$ cat config.mk
export PLATFORM = sky130hd
export DESIGN_NAME = core_s1_flat
export DESIGN_NICKNAME = d
export VERILOG_FILES = /design/src/rtl/core_s1_pkg.sv /design/src/rtl/core_s1_if.sv /design/src/rtl/core_s1_fifo.sv /design/src/rtl/core_s1.sv /design/src/flat_wrapper.sv
export SDC_FILE = /design/constraint.sdc
export NUM_CORES = 1
export LEC_CHECK = 0
export CORE_ASPECT_RATIO = 2
export CORE_MARGIN = 1
export CORE_UTILIZATION = 51
export CTS_CLUSTER_SIZE = 24
export DETAILED_ROUTE_END_ITERATION = 12
export PLACE_DENSITY = 0.73
export SLEW_MARGIN = 5
export SYNTH_ARGS = -nofsm -noshare
export SYNTH_HDL_FRONTEND = slang
export SYNTH_SLANG_ARGS = --single-unit
$ cat constraint.sdc
create_clock -name clk -period 17.8 [get_ports clk]
set_input_delay 4.45 -clock clk [delete_from_list [all_inputs] [get_ports clk]]
set_output_delay 4.45 -clock clk [all_outputs]
set_load 0.1 [all_outputs]
$ cat src/rtl/core_s1_pkg.sv
// Shared types for the LETC fetch stage: instruction word, fetch entry, reset PC.
package core_s1_pkg;

  typedef logic [31:0] word_t;

  typedef struct packed {
    word_t instruction;
    word_t pc;
    word_t next_seq_pc;
    logic  fault;
  } fetch_entry_t;

  localparam word_t RESET_PC_DEFAULT = 32'h0000_0000;

  function automatic word_t word_align(input word_t addr);
    return {addr[31:2], 2'b00};
  endfunction

endpackage

$ cat src/rtl/core_s1_if.sv
// Fetch-stage bus bundle: icache request/response, s2 handshake, redirect and halt.
interface core_s1_if;

  logic                icache_req_valid;
  logic                icache_req_ready;
  core_s1_pkg::word_t  icache_req_addr;
  logic                icache_rsp_valid;
  core_s1_pkg::word_t  icache_rsp_data;
  logic                icache_rsp_fault;

  logic                s2_valid;
  logic                s2_ready;
  core_s1_pkg::word_t  s2_instruction;
  core_s1_pkg::word_t  s2_pc;
  core_s1_pkg::word_t  s2_next_seq_pc;
  logic                s2_fetch_fault;

  logic                redirect_valid;
  core_s1_pkg::word_t  redirect_pc;
  logic                halt_req;

  // master = the fetch stage itself
  modport master (
    output icache_req_valid, icache_req_addr,
    input  icache_req_ready, icache_rsp_valid, icache_rsp_data, icache_rsp_fault,
    output s2_valid, s2_instruction, s2_pc, s2_next_seq_pc, s2_fetch_fault,
    input  s2_ready, redirect_valid, redirect_pc, halt_req
  );

  modport slave (
    input  icache_req_valid, icache_req_addr,
    output icache_req_ready, icache_rsp_valid, icache_rsp_data, icache_rsp_fault,
    input  s2_valid, s2_instruction, s2_pc, s2_next_seq_pc, s2_fetch_fault,
    output s2_ready, redirect_valid, redirect_pc, halt_req
  );

endinterface

$ cat src/rtl/core_s1_fifo.sv
// Small synchronous FIFO of fetch entries; flush wins over push and pop.
module core_s1_fifo
  import core_s1_pkg::*;
#(
  parameter  int DEPTH = 2,
  localparam int AW    = $clog2(DEPTH)
) (
  input  logic         clk,
  input  logic         rst,
  input  logic         push_i,
  input  logic         pop_i,
  input  logic         flush_i,
  input  fetch_entry_t data_i,
  output fetch_entry_t data_o,
  output logic         full_o,
  output logic         empty_o,
  output logic [AW:0]  count_o
);

  fetch_entry_t  mem_q [DEPTH];
  logic [AW-1:0] wr_ptr_q;
  logic [AW-1:0] rd_ptr_q;
  logic [AW:0]   count_q;
  logic          do_push;
  logic          do_pop;

  assign do_push = push_i && !flush_i;
  assign do_pop  = pop_i && !flush_i && !empty_o;

  generate
    for (genvar gi = 0; gi < DEPTH; gi++) begin : g_slot
      always_ff @(posedge clk or posedge rst) begin
        if (rst) begin
          mem_q[gi] <= '0;
        end else if (do_push && (wr_ptr_q == AW'(gi))) begin
          mem_q[gi] <= data_i;
        end
      end
    end
  endgenerate

  always_ff @(posedge clk or posedge rst) begin
    if (rst) begin
      wr_ptr_q <= '0;
      rd_ptr_q <= '0;
      count_q  <= '0;
    end else if (flush_i) begin
      wr_ptr_q <= '0;
      rd_ptr_q <= '0;
      count_q  <= '0;
    end else begin
      wr_ptr_q <= wr_ptr_q + AW'(do_push);
      rd_ptr_q <= rd_ptr_q + AW'(do_pop);
      count_q  <= count_q + (AW+1)'(do_push) - (AW+1)'(do_pop);
    end
  end

  // Head is forced to zero when empty so s2 never sees stale data.
  assign empty_o = (count_q == '0);
  assign full_o  = (count_q == (AW+1)'(DEPTH));
  assign count_o = count_q;
  assign data_o  = empty_o ? '0 : mem_q[rd_ptr_q];

endmodule

$ cat src/rtl/core_s1.sv
// LETC fetch stage: owns the PC, issues credit-limited icache requests, buffers
// responses for core_s2 and discards responses made stale by a redirect.
module core_s1
  import core_s1_pkg::*;
#(
  parameter word_t RESET_PC   = RESET_PC_DEFAULT,
  parameter int    FIFO_DEPTH = 2
) (
  input  logic      clk,
  input  logic      rst,
  core_s1_if.master bus
);

  localparam int CW = $clog2(FIFO_DEPTH) + 1;

  word_t         pc_q, pc_d;
  word_t         resp_pc_q, resp_pc_d;
  word_t         redirect_target;
  logic [CW-1:0] outstanding_q, outstanding_d;
  logic [CW-1:0] drop_q, drop_d;
  logic [CW-1:0] fifo_count;
  logic [CW:0]   credit_used;
  logic          req_valid, req_hs, push, pop;
  logic          fifo_full, fifo_empty;
  fetch_entry_t  push_entry, head_entry;

  assign redirect_target = word_align(bus.redirect_pc);

  // In-flight plus buffered entries never exceed the FIFO depth, so pushes cannot overflow.
  assign credit_used = {1'b0, outstanding_q} + {1'b0, fifo_count};
  assign req_valid   = !rst && !bus.halt_req && !bus.redirect_valid &&
                       (credit_used < (CW+1)'(FIFO_DEPTH));
  assign req_hs      = req_valid && bus.icache_req_ready;
  assign push        = bus.icache_rsp_valid && (drop_q == '0) && !bus.redirect_valid;
  assign pop         = !fifo_empty && bus.s2_ready && !bus.redirect_valid;

  assign push_entry = '{instruction: bus.icache_rsp_data,
                        pc:          resp_pc_q,
                        next_seq_pc: resp_pc_q + 32'd4,
                        fault:       bus.icache_rsp_fault};

  core_s1_fifo #(.DEPTH(FIFO_DEPTH)) u_fifo (
    .clk     (clk),
    .rst     (rst),
    .push_i  (push),
    .pop_i   (pop),
    .flush_i (bus.redirect_valid),
    .data_i  (push_entry),
    .data_o  (head_entry),
    .full_o  (fifo_full),
    .empty_o (fifo_empty),
    .count_o (fifo_count)
  );

  always_comb begin
    pc_d          = pc_q;
    resp_pc_d     = resp_pc_q;
    drop_d        = drop_q;
    outstanding_d = outstanding_q + CW'(req_hs) - CW'(bus.icache_rsp_valid);
    if (bus.redirect_valid) begin
      // Everything still in flight after this cycle belongs to the old path.
      pc_d      = redirect_target;
      resp_pc_d = redirect_target;
      drop_d    = outstanding_q - CW'(bus.icache_rsp_valid);
    end else begin
      if (req_hs) pc_d = pc_q + 32'd4;
      if (push) resp_pc_d = resp_pc_q + 32'd4;
      if (bus.icache_rsp_valid && (drop_q != '0)) drop_d = drop_q - CW'(1);
    end
  end

  always_ff @(posedge clk or posedge rst) begin
    if (rst) begin
      pc_q          <= RESET_PC;
      resp_pc_q     <= RESET_PC;
      outstanding_q <= '0;
      drop_q        <= '0;
    end else begin
      pc_q          <= pc_d;
      resp_pc_q     <= resp_pc_d;
      outstanding_q <= outstanding_d;
      drop_q        <= drop_d;
    end
  end

  always_ff @(posedge clk) begin
    if (!rst) begin
      assert (!(push && !pop && fifo_full));
    end
  end

  assign bus.icache_req_valid = req_valid;
  assign bus.icache_req_addr  = pc_q;
  assign bus.s2_valid         = !fifo_empty;
  assign bus.s2_instruction   = head_entry.instruction;
  assign bus.s2_pc            = head_entry.pc;
  assign bus.s2_next_seq_pc   = head_entry.next_seq_pc;
  assign bus.s2_fetch_fault   = head_entry.fault;

endmodule

$ cat src/flat_wrapper.sv
// flat-port wrapper written by rule: the top's interface ports become plain ports
module core_s1_flat import core_s1_pkg::*;
#(
  parameter word_t RESET_PC   = RESET_PC_DEFAULT,
  parameter int    FIFO_DEPTH = 2
)
  (clk, rst, bus_icache_req_valid, bus_icache_req_addr, bus_icache_req_ready, bus_icache_rsp_valid, bus_icache_rsp_data, bus_icache_rsp_fault, bus_s2_valid, bus_s2_instruction, bus_s2_pc, bus_s2_next_seq_pc, bus_s2_fetch_fault, bus_s2_ready, bus_redirect_valid, bus_redirect_pc, bus_halt_req);
  core_s1_if bus_i ();
  input  logic clk;
  input  logic rst;
  output wire logic [$bits(bus_i.icache_req_valid)-1:0] bus_icache_req_valid;
  output wire logic [$bits(bus_i.icache_req_addr)-1:0] bus_icache_req_addr;
  input wire logic [$bits(bus_i.icache_req_ready)-1:0] bus_icache_req_ready;
  input wire logic [$bits(bus_i.icache_rsp_valid)-1:0] bus_icache_rsp_valid;
  input wire logic [$bits(bus_i.icache_rsp_data)-1:0] bus_icache_rsp_data;
  input wire logic [$bits(bus_i.icache_rsp_fault)-1:0] bus_icache_rsp_fault;
  output wire logic [$bits(bus_i.s2_valid)-1:0] bus_s2_valid;
  output wire logic [$bits(bus_i.s2_instruction)-1:0] bus_s2_instruction;
  output wire logic [$bits(bus_i.s2_pc)-1:0] bus_s2_pc;
  output wire logic [$bits(bus_i.s2_next_seq_pc)-1:0] bus_s2_next_seq_pc;
  output wire logic [$bits(bus_i.s2_fetch_fault)-1:0] bus_s2_fetch_fault;
  input wire logic [$bits(bus_i.s2_ready)-1:0] bus_s2_ready;
  input wire logic [$bits(bus_i.redirect_valid)-1:0] bus_redirect_valid;
  input wire logic [$bits(bus_i.redirect_pc)-1:0] bus_redirect_pc;
  input wire logic [$bits(bus_i.halt_req)-1:0] bus_halt_req;
  assign bus_icache_req_valid = bus_i.icache_req_valid;
  assign bus_icache_req_addr = bus_i.icache_req_addr;
  assign bus_i.icache_req_ready = bus_icache_req_ready;
  assign bus_i.icache_rsp_valid = bus_icache_rsp_valid;
  assign bus_i.icache_rsp_data = bus_icache_rsp_data;
  assign bus_i.icache_rsp_fault = bus_icache_rsp_fault;
  assign bus_s2_valid = bus_i.s2_valid;
  assign bus_s2_instruction = bus_i.s2_instruction;
  assign bus_s2_pc = bus_i.s2_pc;
  assign bus_s2_next_seq_pc = bus_i.s2_next_seq_pc;
  assign bus_s2_fetch_fault = bus_i.s2_fetch_fault;
  assign bus_i.s2_ready = bus_s2_ready;
  assign bus_i.redirect_valid = bus_redirect_valid;
  assign bus_i.redirect_pc = bus_redirect_pc;
  assign bus_i.halt_req = bus_halt_req;
  core_s1 #(.RESET_PC(RESET_PC), .FIFO_DEPTH(FIFO_DEPTH)) u_core (.clk(clk), .rst(rst), .bus(bus_i));
endmodule
==> results of run 1 <==
synth_stat cells (2+ instances only):
library cell / count
a211oi_1: 12
a21oi_1: 27
a31o_2: 3
a31oi_1: 56
a41oi_1: 2
and2_1: 6
and3_1: 10
and4_1: 8
buf_1: 8
buf_2: 14
buf_4: 6
clkbuf_1: 71
clkbuf_8: 3
dfrtp_1: 254
ha_1: 9
inv_1: 24
mux2_2: 140
mux2i_1: 95
nand2_1: 33
nand2b_1: 5
nand3_1: 31
nand3_2: 2
nand4_1: 33
nor2_1: 188
nor3_1: 15
nor4_1: 13
nor4_2: 2
nor4_4: 2
o21a_1: 2
o21ai_0: 26
o221ai_1: 2
o31a_1: 7
o31ai_1: 19
or3_1: 16
or4_1: 21
or4_4: 2
xnor2_1: 24
xor2_1: 11
area by class of cell:
type | count | area, um2 | area share [%]
flip-flops and latches | 254 | 6360 | 40.68
multi-input cells | 840 | 6017 | 38.49
repair buffers | 204 | 2017 | 12.90
clock buffers | 35 | 680.7 | 4.354
well taps | 332 | 415.4 | 2.657
inverters | 24 | 97.59 | 0.6243
clock inverters | 4 | 45.04 | 0.2881
through the flow:
stage	utilization [%]	std cells	setup WS (ns)	hold WS, ns
floorplan	-	1221	6.365	0.4746
global placement	60.53	1654	6.422	0.4878
detailed placement	60.53	1654	6.416	0.4945
global route	63.48	1693	6.386	0.5176
finish	63.48	1693	6.431	0.5058
CTS	63.48	1693	6.417	0.5089
per-layer routing:
layer | track usage (%) | wire (um)
met1 | 30.66 | 12820
met4 | 11.10 | 1324
met2 | 45.04 | 16670
met5 | 0 | 0
met3 | 2.326 | 1207
report_power, final:
part	total (uW)	internal [uW]	switching, uW
Combinational	1080	363	714
Sequential	950	800	150
Clock	485	277	209
cells by family after synthesis:
kind of cell	Yosys count	share of synthesized area, %
AND/OR/NAND/NOR	391	15.13
flip-flops	254	49.36
multiplexers	235	19.63
AO/OA/AOI/OAI	163	8.134
buffers and inverters	127	4.305
XOR/XNOR	35	2.381
adder cells (fa/ha/maj)	10	1.030
other	1	0.02912
flip-flops by register name (all words and copies together), names as in the netlist:
register                    flops
u_core.drop_q                   2
u_core.u_fifo.rd_ptr_q          1
u_core.u_fifo.count_o           2
u_core.resp_pc_q               30
u_core.outstanding_q            2
u_core.bus.icache_req_addr     30
u_core.u_fifo.wr_ptr_q          1
u_core.u_fifo.mem_q           186
worst register-to-register path: stages, from the launching register on:
cell     delay (ns)
dfrtp_1        0.39
inv_1          0.06
ha_1           0.17
nand2_1        0.29
nor2_1         0.42
ha_4           0.80
buf_4          0.74
mux2_2         0.48
worst min path at each step:
stage                                    startpoint                                   end  slack, ns  cells past startpoint
6_report       u_core.u_fifo.mem_q[176]$_DFFE_PP0P_  u_core.u_fifo.mem_q[176]$_DFFE_PP0P_       0.51                      1
3_3_place_gp   u_core.u_fifo.mem_q[193]$_DFFE_PP0P_  u_core.u_fifo.mem_q[193]$_DFFE_PP0P_       0.49                      1
2_1_floorplan      u_core.resp_pc_q[31]$_DFFE_PP0N_  u_core.u_fifo.mem_q[161]$_DFFE_PP0P_       0.47                      2
4_1_cts        u_core.u_fifo.mem_q[176]$_DFFE_PP0P_  u_core.u_fifo.mem_q[176]$_DFFE_PP0P_       0.51                      1
3_5_place_dp   u_core.u_fifo.mem_q[176]$_DFFE_PP0P_  u_core.u_fifo.mem_q[176]$_DFFE_PP0P_       0.49                      1
5_1_grt         u_core.u_fifo.mem_q[40]$_DFFE_PP0P_   u_core.u_fifo.mem_q[40]$_DFFE_PP0P_       0.52                      1
==> impl_metrics.env, run 1 <==
export IMPL_status="finished, final reports clean"
export IMPL_synth_flop_cell="dfrtp_1"
export IMPL_clockBufferDepth=3
export IMPL_port_buffers=194
export IMPL_maxCapViolations=0
export IMPL_cts_resized=0
export IMPL_core_area_mm2=0.02463
export IMPL_clk_transition_reported_paths_ns=0.06
export IMPL_cpMostUsedCell="clkdlybuf4s50_1"
export IMPL_rr_worst_depth=7
export IMPL_rsz0062_at_grt="false"
export IMPL_synth_top_area_share_pct=49.36
export IMPL_ys_top_cells_by_area="dfrtp_1, mux2_2, mux2i_1, nor2_1, a31oi_1"
export IMPL_start_util_pct=52.28
export IMPL_grtUsageTotal_pct=25.24
export IMPL_die_h_um=226.7
export IMPL_cts_tree="yes"
export IMPL_critPathTopFamily="buffers and inverters"
export IMPL_grt_max_degree=98
export IMPL_grt_pass1_vias=9873
export IMPL_hold_buffers=0
export IMPL_layout_commonest_cell="dfrtp_1"
export IMPL_setup_viol=0
export IMPL_nets=1428
export IMPL_dp_hpwl_um=21660
export IMPL_timing_final_crit_share_pct=63.87
export IMPL_avgSynthCellArea_um2=10.59
export IMPL_fmax_mhz=87.96
export IMPL_vias=9969
export IMPL_rows=81
export IMPL_synth_edf_count=0
export IMPL_crit_start="rst"
export IMPL_drc=0
export IMPL_slowest_stage="clkdlybuf4s50_1"
export IMPL_cp_end_kind="output port"
export IMPL_die_x_um=114.4
export IMPL_io_pins=203
export IMPL_insertion_delay_ns=0.52
export IMPL_antenna_cells=0
export IMPL_ys_seq_area_share_pct=49.36
export IMPL_worstSetupPathDepth=4
export IMPL_placed_cell_area_mm2=0.01491
export IMPL_grt_pass1_wl_um=51430
export IMPL_fillers=2012
export IMPL_drt_initial_drc_count=682
export IMPL_drtAntennaViolNets=0
export IMPL_startpoint_type="input port"
export IMPL_finalWirelength_um=32020
export IMPL_fin_worst_skew_ns=0.02083
export IMPL_power_density_mw_per_mm2=160.7
export IMPL_slew_headroom_pct=22.22
export IMPL_totalPowerFinal_uw=2512
export IMPL_syn_inst=1216
export IMPL_syn_area_mm2=0.01288
export IMPL_endpoint="bus_icache_req_valid"
export IMPL_grt_overflow_total=0
export IMPL_cpPeakStageDelay_ns=1.14
export IMPL_clock_sinks=254
export IMPL_cts_root_buf="clkbuf_16"
export IMPL_design_area_mm2=0.01563
export IMPL_antenna_found_initial=0
export IMPL_r2r_setup_slack_ns=14.33
export IMPL_numCtsBuffers=22
export IMPL_p_leak_uw=0.006201
export IMPL_post_cts_buffers=0
export IMPL_crit_chain="clkdlybuf4s50_1 -> or4_4 -> nor2_1 -> clkdlybuf4s50_1"
export IMPL_r2r_end="u_core.u_fifo.mem_q[176]$_DFFE_PP0P_"
export IMPL_wire_per_inst_um=18.91
export IMPL_final_cell_mix="dfrtp_1, clkdlybuf4s50_1, nor2_1"
export IMPL_drtPass1Iterations=5
export IMPL_worstMarginPinSlew_ns=1.156
export IMPL_path_class="in -> out"
export IMPL_crit_buf_inv=2
export IMPL_gp_congestion=0.8735
export IMPL_cp_max_fo=7
export IMPL_peakVddDrop_v=0.00009700
export IMPL_ctsHtreeMaxLevel=1
export IMPL_hp_class="reg -> reg"
export IMPL_ys_warn_count=0
export IMPL_slew_viol_final=0
export IMPL_synth_cell_types=52
export IMPL_timing_rr_start="u_core.drop_q[0]$_DFFE_PP0P_"
export IMPL_timing_final_crit_period_ns=11.37
export IMPL_hold_violations=0
export IMPL_layout_drive_gt1_share_pct=14.77
export IMPL_yosys_area_top_type="dfrtp_1"
export IMPL_critPathArrivalTime_ns=6.92
export IMPL_synth_seq_cells=254
export IMPL_async_reset_ff_share_pct=100.0
export IMPL_syn2layout_area_growth_pct=21.41
export IMPL_fin_setup_tns_ns=0
export IMPL_vias_per_cell=5.888
export IMPL_die_area_mm2=0.02593
export IMPL_worstPathRequired_ns=13.35
(Power assumes the default switching activity.)
==> run 2, diff against run 1 <==
Clock period 17.8 ns to 10.8 ns, I/O delays scaled along.
==> impl_metrics.env, run 2 (synthesis gave the netlist of run 1 again) <==
export IMPL_core_area_mm2=0.02463
export IMPL_layout_commonest_cell="dfrtp_1"
export IMPL_drc=0
export IMPL_timing_final_crit_share_pct=72.90
export IMPL_power_density_mw_per_mm2=267.8
export IMPL_slowest_stage="clkdlybuf4s50_1"
export IMPL_gp_congestion=0.8641
export IMPL_die_area_mm2=0.02593
export IMPL_placed_cell_area_mm2=0.01491
export IMPL_hp_class="reg -> reg"
export IMPL_grt_pass1_vias=9792
export IMPL_numCtsBuffers=24
export IMPL_max_flop_register="u_core.u_fifo.mem_q"
export IMPL_cts_resized=0
export IMPL_fin_setup_tns_ns=0
export IMPL_p_leak_uw=0.006250
export IMPL_p_int_uw=2432
export IMPL_rsz0062_at_grt="false"
export IMPL_fillers=2032
export IMPL_grt_max_degree=115
export IMPL_die_h_um=226.7
export IMPL_port_buffers=194
export IMPL_status="finished, final reports clean"
export IMPL_worstPathRequired_ns=8.10
export IMPL_insertion_delay_ns=0.52
export IMPL_cp_end_kind="output port"
export IMPL_fin_util_pct=63.88
export IMPL_cts_root_buf="clkbuf_16"
export IMPL_fmax_mhz=127.0
export IMPL_cp_max_fo=7
export IMPL_cpPeakStageDelay_ns=1.14
export IMPL_io_pins=203
export IMPL_post_cts_buffers=0
export IMPL_nets=1430
export IMPL_wire_per_inst_um=18.82
export IMPL_fin_worst_skew_ns=0.01389
export IMPL_clk_transition_reported_paths_ns=0.06
export IMPL_drtAntennaViolNets=0
export IMPL_clock_sinks=254
export IMPL_p_comb_share_pct=42.2
export IMPL_hold_buffers=0
export IMPL_peakVddDrop_v=0.0001450
export IMPL_setup_viol=0
export IMPL_start_util_pct=52.28
export IMPL_drt_initial_drc_count=643
export IMPL_critPathArrivalTime_ns=5.17
export IMPL_critPathTopFamily="buffers and inverters"
export IMPL_crit_buf_inv=2
export IMPL_final_cell_mix="dfrtp_1, clkdlybuf4s50_1, nor2_1"
export IMPL_cpMostUsedCell="clkdlybuf4s50_1"
export IMPL_grt_pass1_wl_um=51190
export IMPL_path_class="in -> out"
export IMPL_p_switching_uw=1781
export IMPL_antenna_found_initial=0
export IMPL_vias_per_cell=5.878
export IMPL_drtPass1Iterations=5
export IMPL_syn2layout_area_growth_pct=22.17
export IMPL_startpoint_type="input port"
export IMPL_worstMarginPinSlew_ns=1.047
export IMPL_slew_viol_final=0
export IMPL_vias=9980
export IMPL_switching_share_pct=42.28
export IMPL_slew_headroom_pct=29.56
export IMPL_layout_drive_gt1_share_pct=15.23
export IMPL_die_x_um=114.4
export IMPL_grt_overflow_total=0
export IMPL_largest_register_ffs=186
export IMPL_timing_final_crit_period_ns=7.873
export IMPL_antenna_cells=0
export IMPL_finalWirelength_um=31960
export IMPL_cts_tree="yes"
export IMPL_ctsHtreeMaxLevel=1
export IMPL_clockBufferDepth=3
export IMPL_crit_chain="clkdlybuf4s50_1 -> or4_4 -> nor2_1 -> clkdlybuf4s50_1"
export IMPL_maxCapViolations=0
export IMPL_grtUsageTotal_pct=25.06
export IMPL_hold_violations=0
export IMPL_rows=81
export IMPL_design_area_mm2=0.01573
export IMPL_pwr_share_clk_pct=20.7
export IMPL_dp_hpwl_um=21280
export IMPL_seqPwrFrac_pct=37.1
## run 2: area by class of cell
cell class / count / area, um2 / area share (%)
flip-flops and latches: 254 / 6360 / 40.43
multi-input cells: 840 / 6017 / 38.25
repair buffers: 204 / 2017 / 12.82
clock buffers: 35 / 723.2 / 4.597
well taps: 332 / 415.4 / 2.641
clock inverters: 9 / 101.3 / 0.6442
inverters: 24 / 97.59 / 0.6204
## run 2: power groups by stage
stage	Sequential (uW)	Combinational (uW)	Clock, uW
3_5_place_dp	1580	1790	0
3_3_place_gp	1550	1750	0
6_report	1560	1780	873
2_1_floorplan	1570	1370	0
4_1_cts	1560	1790	891
5_1_grt	1610	1890	929
## run 2: through the flow
step	std cells	hold slack, ns	setup slack [ns]	total power, uW
after floorplan	1221	0.4746	1.115	2936
after global placement	1654	0.4876	2.921	3305
after detailed placement	1654	0.4945	2.917	3363
after CTS	1698	0.5083	2.917	4246
after global routing	1698	0.5128	2.883	4427
final	1698	0.5055	2.927	4212
## run 2: routing by layer
metal  global-route usage, %  up-vias  share of wire [%]
li1                        -     4625                  -
met1                   30.08     4935                 39
met2                   44.63      346                 53
met3                   2.459       74                4.0
met4                   11.81        0                4.1
met5                       0        -                  0
## run 2: worst paths after layout
path	slack, ns	cells past startpoint	from	endpoint
max	2.93	4	rst	bus_icache_req_valid
min	0.51	1	u_core.u_fifo.mem_q[179]$_DFFE_PP0P_	u_core.u_fifo.mem_q[179]$_DFFE_PP0P_
max reg2reg	7.41	7	u_core.drop_q[0]$_DFFE_PP0P_	u_core.u_fifo.mem_q[154]$_DFFE_PP0P_
min reg2reg	0.51	1	u_core.u_fifo.mem_q[179]$_DFFE_PP0P_	u_core.u_fifo.mem_q[179]$_DFFE_PP0P_
max in group asynchronous	6.48	3	rst	u_core.u_fifo.mem_q[126]$_DFFE_PP0P_
min in group asynchronous	2.79	2	rst	u_core.resp_pc_q[5]$_DFFE_PP0N_
